==> config.mk <==
export PLATFORM = sky130hd
export DESIGN_NAME = uart_rx
export DESIGN_NICKNAME = d
export VERILOG_FILES = /design/src/rtl/uart_rx.sv
export SDC_FILE = /design/constraint.sdc
export NUM_CORES = 1
export LEC_CHECK = 0
export ABC_AREA = 1
export CAP_MARGIN = 0
export CORE_ASPECT_RATIO = 1.4
export CORE_MARGIN = 4
export CORE_UTILIZATION = 45
export CTS_CLUSTER_DIAMETER = 30
export DETAILED_ROUTE_END_ITERATION = 8
export PLACE_DENSITY = 0.66
export REMOVE_ABC_BUFFERS = 1
export SYNTH_ARGS = -nofsm -noshare
export SYNTH_HDL_FRONTEND = slang
export SYNTH_SLANG_ARGS = --single-unit
==> constraint.sdc <==
create_clock -name ref_clk -period 3.9 [get_ports ref_clk]
set_input_delay 0.78 -clock ref_clk [delete_from_list [all_inputs] [get_ports ref_clk]]
set_output_delay 0.78 -clock ref_clk [all_outputs]
set_load 0.1 [all_outputs]
==> src/rtl/uart_rx.sv <==
// uart_rx: 8N1 serial receiver with 16x oversampling and mid-bit 3-sample
// majority vote. Delivers bytes via a valid/ack handshake and reports
// framing errors (one-cycle pulse) and overruns (sticky until ack).
module uart_rx (
    input  logic       ref_clk,
    input  logic       reset,
    input  logic       sample_clk,
    input  logic       in,
    input  logic       ack,
    output logic [0:7] data,
    output logic       valid,
    output logic       overrun,
    output logic       frame_err,
    output logic       busy
);

    typedef enum logic [2:0] {
        S_IDLE,
        S_START,
        S_DATA,
        S_STOP,
        S_BREAK
    } state_t;

    state_t     state_q;
    logic [1:0] sync_q;
    logic [3:0] tcnt_q;
    logic [2:0] bcnt_q;
    logic [1:0] hist_q;     // rxs at the previous two ticks; the current rxs is the third sample
    logic [7:0] shreg_q;
    logic [7:0] shreg_d;
    logic [0:7] data_q;
    logic       valid_q;
    logic       overrun_q;
    logic       frame_err_q;
    logic       busy_q;

    logic       rxs;
    logic       vote;
    logic       decide;
    logic       deliver;

    assign rxs     = sync_q[1];
    assign vote    = (hist_q[1] & hist_q[0]) | (hist_q[1] & rxs) | (hist_q[0] & rxs);
    assign decide  = sample_clk && (tcnt_q == 4'd8);
    assign deliver = decide && (state_q == S_STOP) && vote;
    // LSB arrives first, so each new bit enters at the top and ends up at bit 0 after 8 shifts
    assign shreg_d = {vote, shreg_q[7:1]};

    assign data      = data_q;
    assign valid     = valid_q;
    assign overrun   = overrun_q;
    assign frame_err = frame_err_q;
    assign busy      = busy_q;

    // Two-flop synchronizer on the asynchronous line, idling high
    always_ff @(posedge ref_clk) begin
        if (reset) sync_q <= 2'b11;
        else       sync_q <= {sync_q[0], in};
    end

    // Receive FSM, sample history and consumer handshake
    always_ff @(posedge ref_clk) begin
        if (reset) begin
            state_q     <= S_IDLE;
            tcnt_q      <= 4'd0;
            bcnt_q      <= 3'd0;
            hist_q      <= 2'b11;
            shreg_q     <= 8'd0;
            data_q      <= 8'd0;
            valid_q     <= 1'b0;
            overrun_q   <= 1'b0;
            frame_err_q <= 1'b0;
            busy_q      <= 1'b0;
        end else begin
            frame_err_q <= 1'b0;

            // Handshake runs every cycle; a same-cycle ack makes room for the new byte
            if (deliver) begin
                if (!valid_q || ack) begin
                    data_q  <= shreg_q;
                    valid_q <= 1'b1;
                end else begin
                    overrun_q <= 1'b1;
                end
            end else if (valid_q && ack) begin
                valid_q   <= 1'b0;
                overrun_q <= 1'b0;
            end

            if (sample_clk) begin
                hist_q <= {hist_q[0], rxs};
                if (state_q != S_IDLE) tcnt_q <= tcnt_q + 4'd1;

                case (state_q)
                    S_IDLE: begin
                        // The detect tick is tcnt 0, so the next tick is tcnt 1
                        if (!rxs) begin
                            state_q <= S_START;
                            tcnt_q  <= 4'd1;
                            busy_q  <= 1'b1;
                        end
                    end
                    S_START: begin
                        if (tcnt_q == 4'd8) begin
                            if (vote) begin
                                state_q <= S_IDLE;
                                busy_q  <= 1'b0;
                            end else begin
                                state_q <= S_DATA;
                                bcnt_q  <= 3'd0;
                            end
                        end
                    end
                    S_DATA: begin
                        if (tcnt_q == 4'd8) begin
                            shreg_q <= shreg_d;
                            bcnt_q  <= bcnt_q + 3'd1;
                            if (bcnt_q == 3'd7) state_q <= S_STOP;
                        end
                    end
                    S_STOP: begin
                        // Leaving at mid-stop-bit leaves half a bit of resync margin
                        if (tcnt_q == 4'd8) begin
                            if (vote) begin
                                state_q <= S_IDLE;
                                busy_q  <= 1'b0;
                            end else begin
                                frame_err_q <= 1'b1;
                                state_q     <= S_BREAK;
                            end
                        end
                    end
                    S_BREAK: begin
                        // A held-low line must go high before another start is accepted
                        if (rxs) begin
                            state_q <= S_IDLE;
                            busy_q  <= 1'b0;
                        end
                    end
                    default: begin
                        state_q <= S_IDLE;
                        busy_q  <= 1'b0;
                    end
                endcase
            end
        end
    end

endmodule

---- Word-level counts from Yosys, hierarchy flattened ----
Cells that the tools add are included.
storage, ports and cells
  bits in registers ....................... 34
  bits of input ports ..................... 5
  output and inout port bits .............. 12
  word-level logic and storage cells ...... 85
cells by class
  add/subtract/negate cells ............... 2
  equal/unequal tests ..................... 17
  multiplexer cells ....................... 27
  bitwise operators ....................... 9
  reduce and logical (&&, ||, !) cells .... 19
operator list
  cell                                                                   number
  3-bit 2-to-1 mux                                                       10
  3-bit case mux with 5 select lines                                     1
  2-bit != test, second input constant                                   7
  4-bit 2-to-1 mux                                                       3
  1-bit 2-to-1 mux                                                       10
  2-bit by 1-bit != test with 1-bit output, second input constant        4
  7-bit AND reduction                                                    1
  3-bit by 2-bit equality test with 1-bit output, second input constant  2
  3-bit equality test, second input constant                             2
  3-bit case mux with 2 select lines                                     1
  2-bit AND reduction                                                    3
  6-bit AND reduction                                                    1
  5-bit AND reduction                                                    1
  4-bit by 1-bit adder with 4-bit output, second input constant          1
  4-bit equality test, second input constant                             1
  1-bit logical AND                                                      4
  1-bit NOT                                                              4
  1-bit case mux with 4 select lines                                     1
  2-bit nonzero test                                                     2
  4-bit OR reduction                                                     1
  3-bit by 1-bit adder with 3-bit output, second input constant          1
  1-bit AND                                                              3
  3-bit by 1-bit equality test with 1-bit output, second input constant  1
  3-bit zero test                                                        1
  other kinds (7)                                                        8

---- Logic depth before layout (Yosys ltp) ----
  depth in word-level cells ............... 6
  mapped depth ............................ 11

---- Worst setup path before layout ----
Ideal clock, no wire load.
  kind .................................... flip-flop to flip-flop
  start ................................... register valid_q (netlist: valid)
  end ..................................... register data_q, in the netlist data[0]
  library setup time ...................... 132 ps
  data arrival time ....................... 1602 ps
  required time ........................... 3768 ps
  path slack .............................. 2166 ps
  stages on the path, launching flop included .. 7
  path buffers ............................ 1
  period minus slack after synthesis ...... 1734 ps
  cell sequence ........................... dfxtp_1 > inv_1 > nor2_1 > inv_1 > buf_2 > nand4_1 > a21oi_1
between the ends
  cells in the longest elaborated chain, start to end .. 3
ends and longest elaborated chain
  what                                  line  text
  from (decl)                           33    logic valid_q;
  from (signal assigned)                71    valid_q <= 1'b0;
  from (signal assigned)                82    valid_q <= 1'b1;
  from (signal assigned)                87    valid_q <= 1'b0;
  1-bit zero test                       80    if (!valid_q || ack) begin
  1-bit logical OR                      80
  2-bit AND reduction (no source line)  -
  to (signal assigned)                  81    data_q <= shreg_q;
  to (decl)                             32    logic [0:7] data_q;
Every way passes these cells.
A chain may end at the register's enable or synchronous reset.

---- Final worst setup path ----
  start ................................... register valid_q (netlist: valid)
  end ..................................... output valid
RTL lines
  what       line  text
  to (decl)  11    output logic valid,
No word-level cell between the ends.

==> results.ini <==
[setup_path]
cp-start-kind = flip-flop
cp_top_family = buffers and inverters
crit_arrival_ns = 1.78
crit_type = reg2out
worst-path-buf-inv = 1
crit_fanout = 2
crit_path_end_kind = output port
path_cells = clkdlybuf4s50_1
crit_path_top_delay_cell = clkdlybuf4s50_1
cp.required_ns = 3.12
slowest_delay_ns = 1.15

[synthesis]
synth-seq-cells = 34
ys_types = 21
syn_area_per_cell_um2 = 7.226
yosysSeqAreaShare_pct = 45.95
synthCells = 205
ys_warn_count = 0
syn_area_um2 = 1481

[timing]
final_hold_viol_count = 0
finalSetupViolCount = 0
relSlewSlack_pct = 33.46
fmax_ghz = 0.3912
clock_skew_ns = 0.006324
period_share_pct = 65.55
worst_pin_slew_ns = 0.9950
tns_ns = 0
grt_setup_unrepaired = no
finalWorstSetupSlack_ns = 1.344
maxSlewViolCount = 0
min_period_ns = 2.556

[cells_and_area]
syn_to_final_growth_pct = 20.61
drive_above_1_share_pct = 7.111
finalNetCount = 233
final_cells = 264
fillers = 299
final_common_cell = nand2_1
layout_common_cells = 43 x nand2_1, 35 x nor2_1, 34 x dfxtp_1
final_area_um2 = 1787
post-route-util_pct = 56.67
diodes = 0

[drt]
vias = 1354
drt-wirelength-per-cell_um = 12.36
dr.pass1.iters = 4
first_iter_violations = 45
finalWirelength_um = 3262
viasPerCell = 5.129
drc = 0
postRouteAntennaNets = 0

[placement]
dp_worst_setup_slack_ns = 1.277
place_area_um2 = 1677
place_congestion = 0.8360
portBuffers = 16
placedCellCount = 256
place.detailed.hpwl_um = 2352

[grt]
grt_max_degree = 19
grt_pass1_wl_um = 5451
antenna_found_initial = 0
grt-ovfl-total = 0
grt_use_total_pct = 16.42
grt_pass1_vias = 1301

[die]
core_area_um2 = 3153
initial_utilization_pct = 46.98
die_x_um = 56.49
pin_count = 17
die_h_um = 75.89
row_count = 24
die_area_um2 = 4287

[clock_tree]
postCtsSetupBuffers = 0
hold_buffers = 0
ctsResizeCount = 0
clock-sinks = 34
clock_path_buffers = 2
cts.clk_slew.worst_paths_ns = 0.07
cts_made_buffers = 5
htree_levels = 2
root_buffer = clkbuf_8
cts_tree = done
clk_latency_ns = 0.28

[power]
p_per_area_nw_per_um2 = 500.3
p_int_mw = 0.6066
swShare_pct = 32.14
p_switching_mw = 0.2873
combPwrFrac_pct = 22.8
seqPwrFrac_pct = 43.5
clkPwrFrac_pct = 33.7
ir_drop_mv = 0.2519
leakage_nw = 0.7645

[run_status]
status = completed

[hold_path]
hold_class = reg2reg

[run]
maxCapViolCount = 0

[layer usage]
layer	wire length [um]	GRT usage, %
met2	1756	30.72
met1	1384	16.91
met5	0	0
met4	42	9.235
met3	77	3.729
[path summary, 6_finish.rpt]
| path | depth (start not counted) | slack (ns) | endpoint | startpoint |
|---|---|---|---|---|
| setup / recovery | 1 | 1.34 | valid | valid$_SDFFE_PP0P_ |
| hold / removal | 1 | 0.42 | sync_q[1]$_SDFF_PP1_ | sync_q[0]$_SDFF_PP1_ |
| setup reg to reg | 9 | 1.81 | shreg_q[5]$_SDFFE_PP0P_ | tcnt_q[0]$_SDFFE_PP0P_ |
| hold reg to reg | 1 | 0.42 | sync_q[1]$_SDFF_PP1_ | sync_q[0]$_SDFF_PP1_ |
[flip-flops by register name, indices dropped and copies added, names as in the netlist]
name       flops
data           8
shreg_q        8
tcnt_q         4
bcnt_q         3
state_q        3
hist_q         2
sync_q         2
busy           1
frame_err      1
overrun        1
valid          1
[power groups by stage]
stage / clock [mW] / sequential [mW] / combinational (mW)
global route: 0.324 / 0.392 / 0.235
detailed placement: 0 / 0.396 / 0.203
finish: 0.301 / 0.389 / 0.204
CTS: 0.308 / 0.389 / 0.204
floorplan: 0 / 0.416 / 0.134
global placement: 0 / 0.396 / 0.196
[cells by family after synthesis]
logic type | Yosys count | synth area share, %
adders and majority gates | 4 | 3.379
buffers and inverters | 29 | 7.517
AOI/OAI and AO/OA | 34 | 11.83
and+or+nand+nor | 104 | 31.33
DFF | 34 | 45.95
[metrics by stage]
stage | hold WS [ns] | total power [mW]
floorplan | 0.3895 | 0.5495
global placement | 0.3953 | 0.5920
detailed placement | 0.4073 | 0.5988
CTS | 0.4227 | 0.9014
global route | 0.4434 | 0.9512
finish | 0.4155 | 0.8939
[Yosys cell counts (all sizes together)]
cell    count  area, um^2
nand3b      1       7.510
ha          4       50.05
clkinv      1       3.750
dfxtp      34       680.7
nand2      44       167.7
a211oi      1       7.510
nor2       35       131.4
or2         2       12.51
inv        23       86.34
clkbuf      3       11.26
o211ai      1       7.510
nand4       9       56.30
nand3      11       67.57
o21ai      14       70.07
buf         2       10.01
nor3        2       21.27
a21oi      18       90.09
[layout make-up]
type / count / area (um^2) / share of cell area [%]
timing repair buffer: 17 / 167.7 / 9.384
tap: 39 / 48.80 / 2.731
multi-input combinational: 142 / 689.4 / 38.59
inverter: 24 / 90.09 / 5.042
clock buffer: 8 / 110.1 / 6.162
sequential: 34 / 680.7 / 38.10
Note: power is estimated with default switching activity, not from simulation.
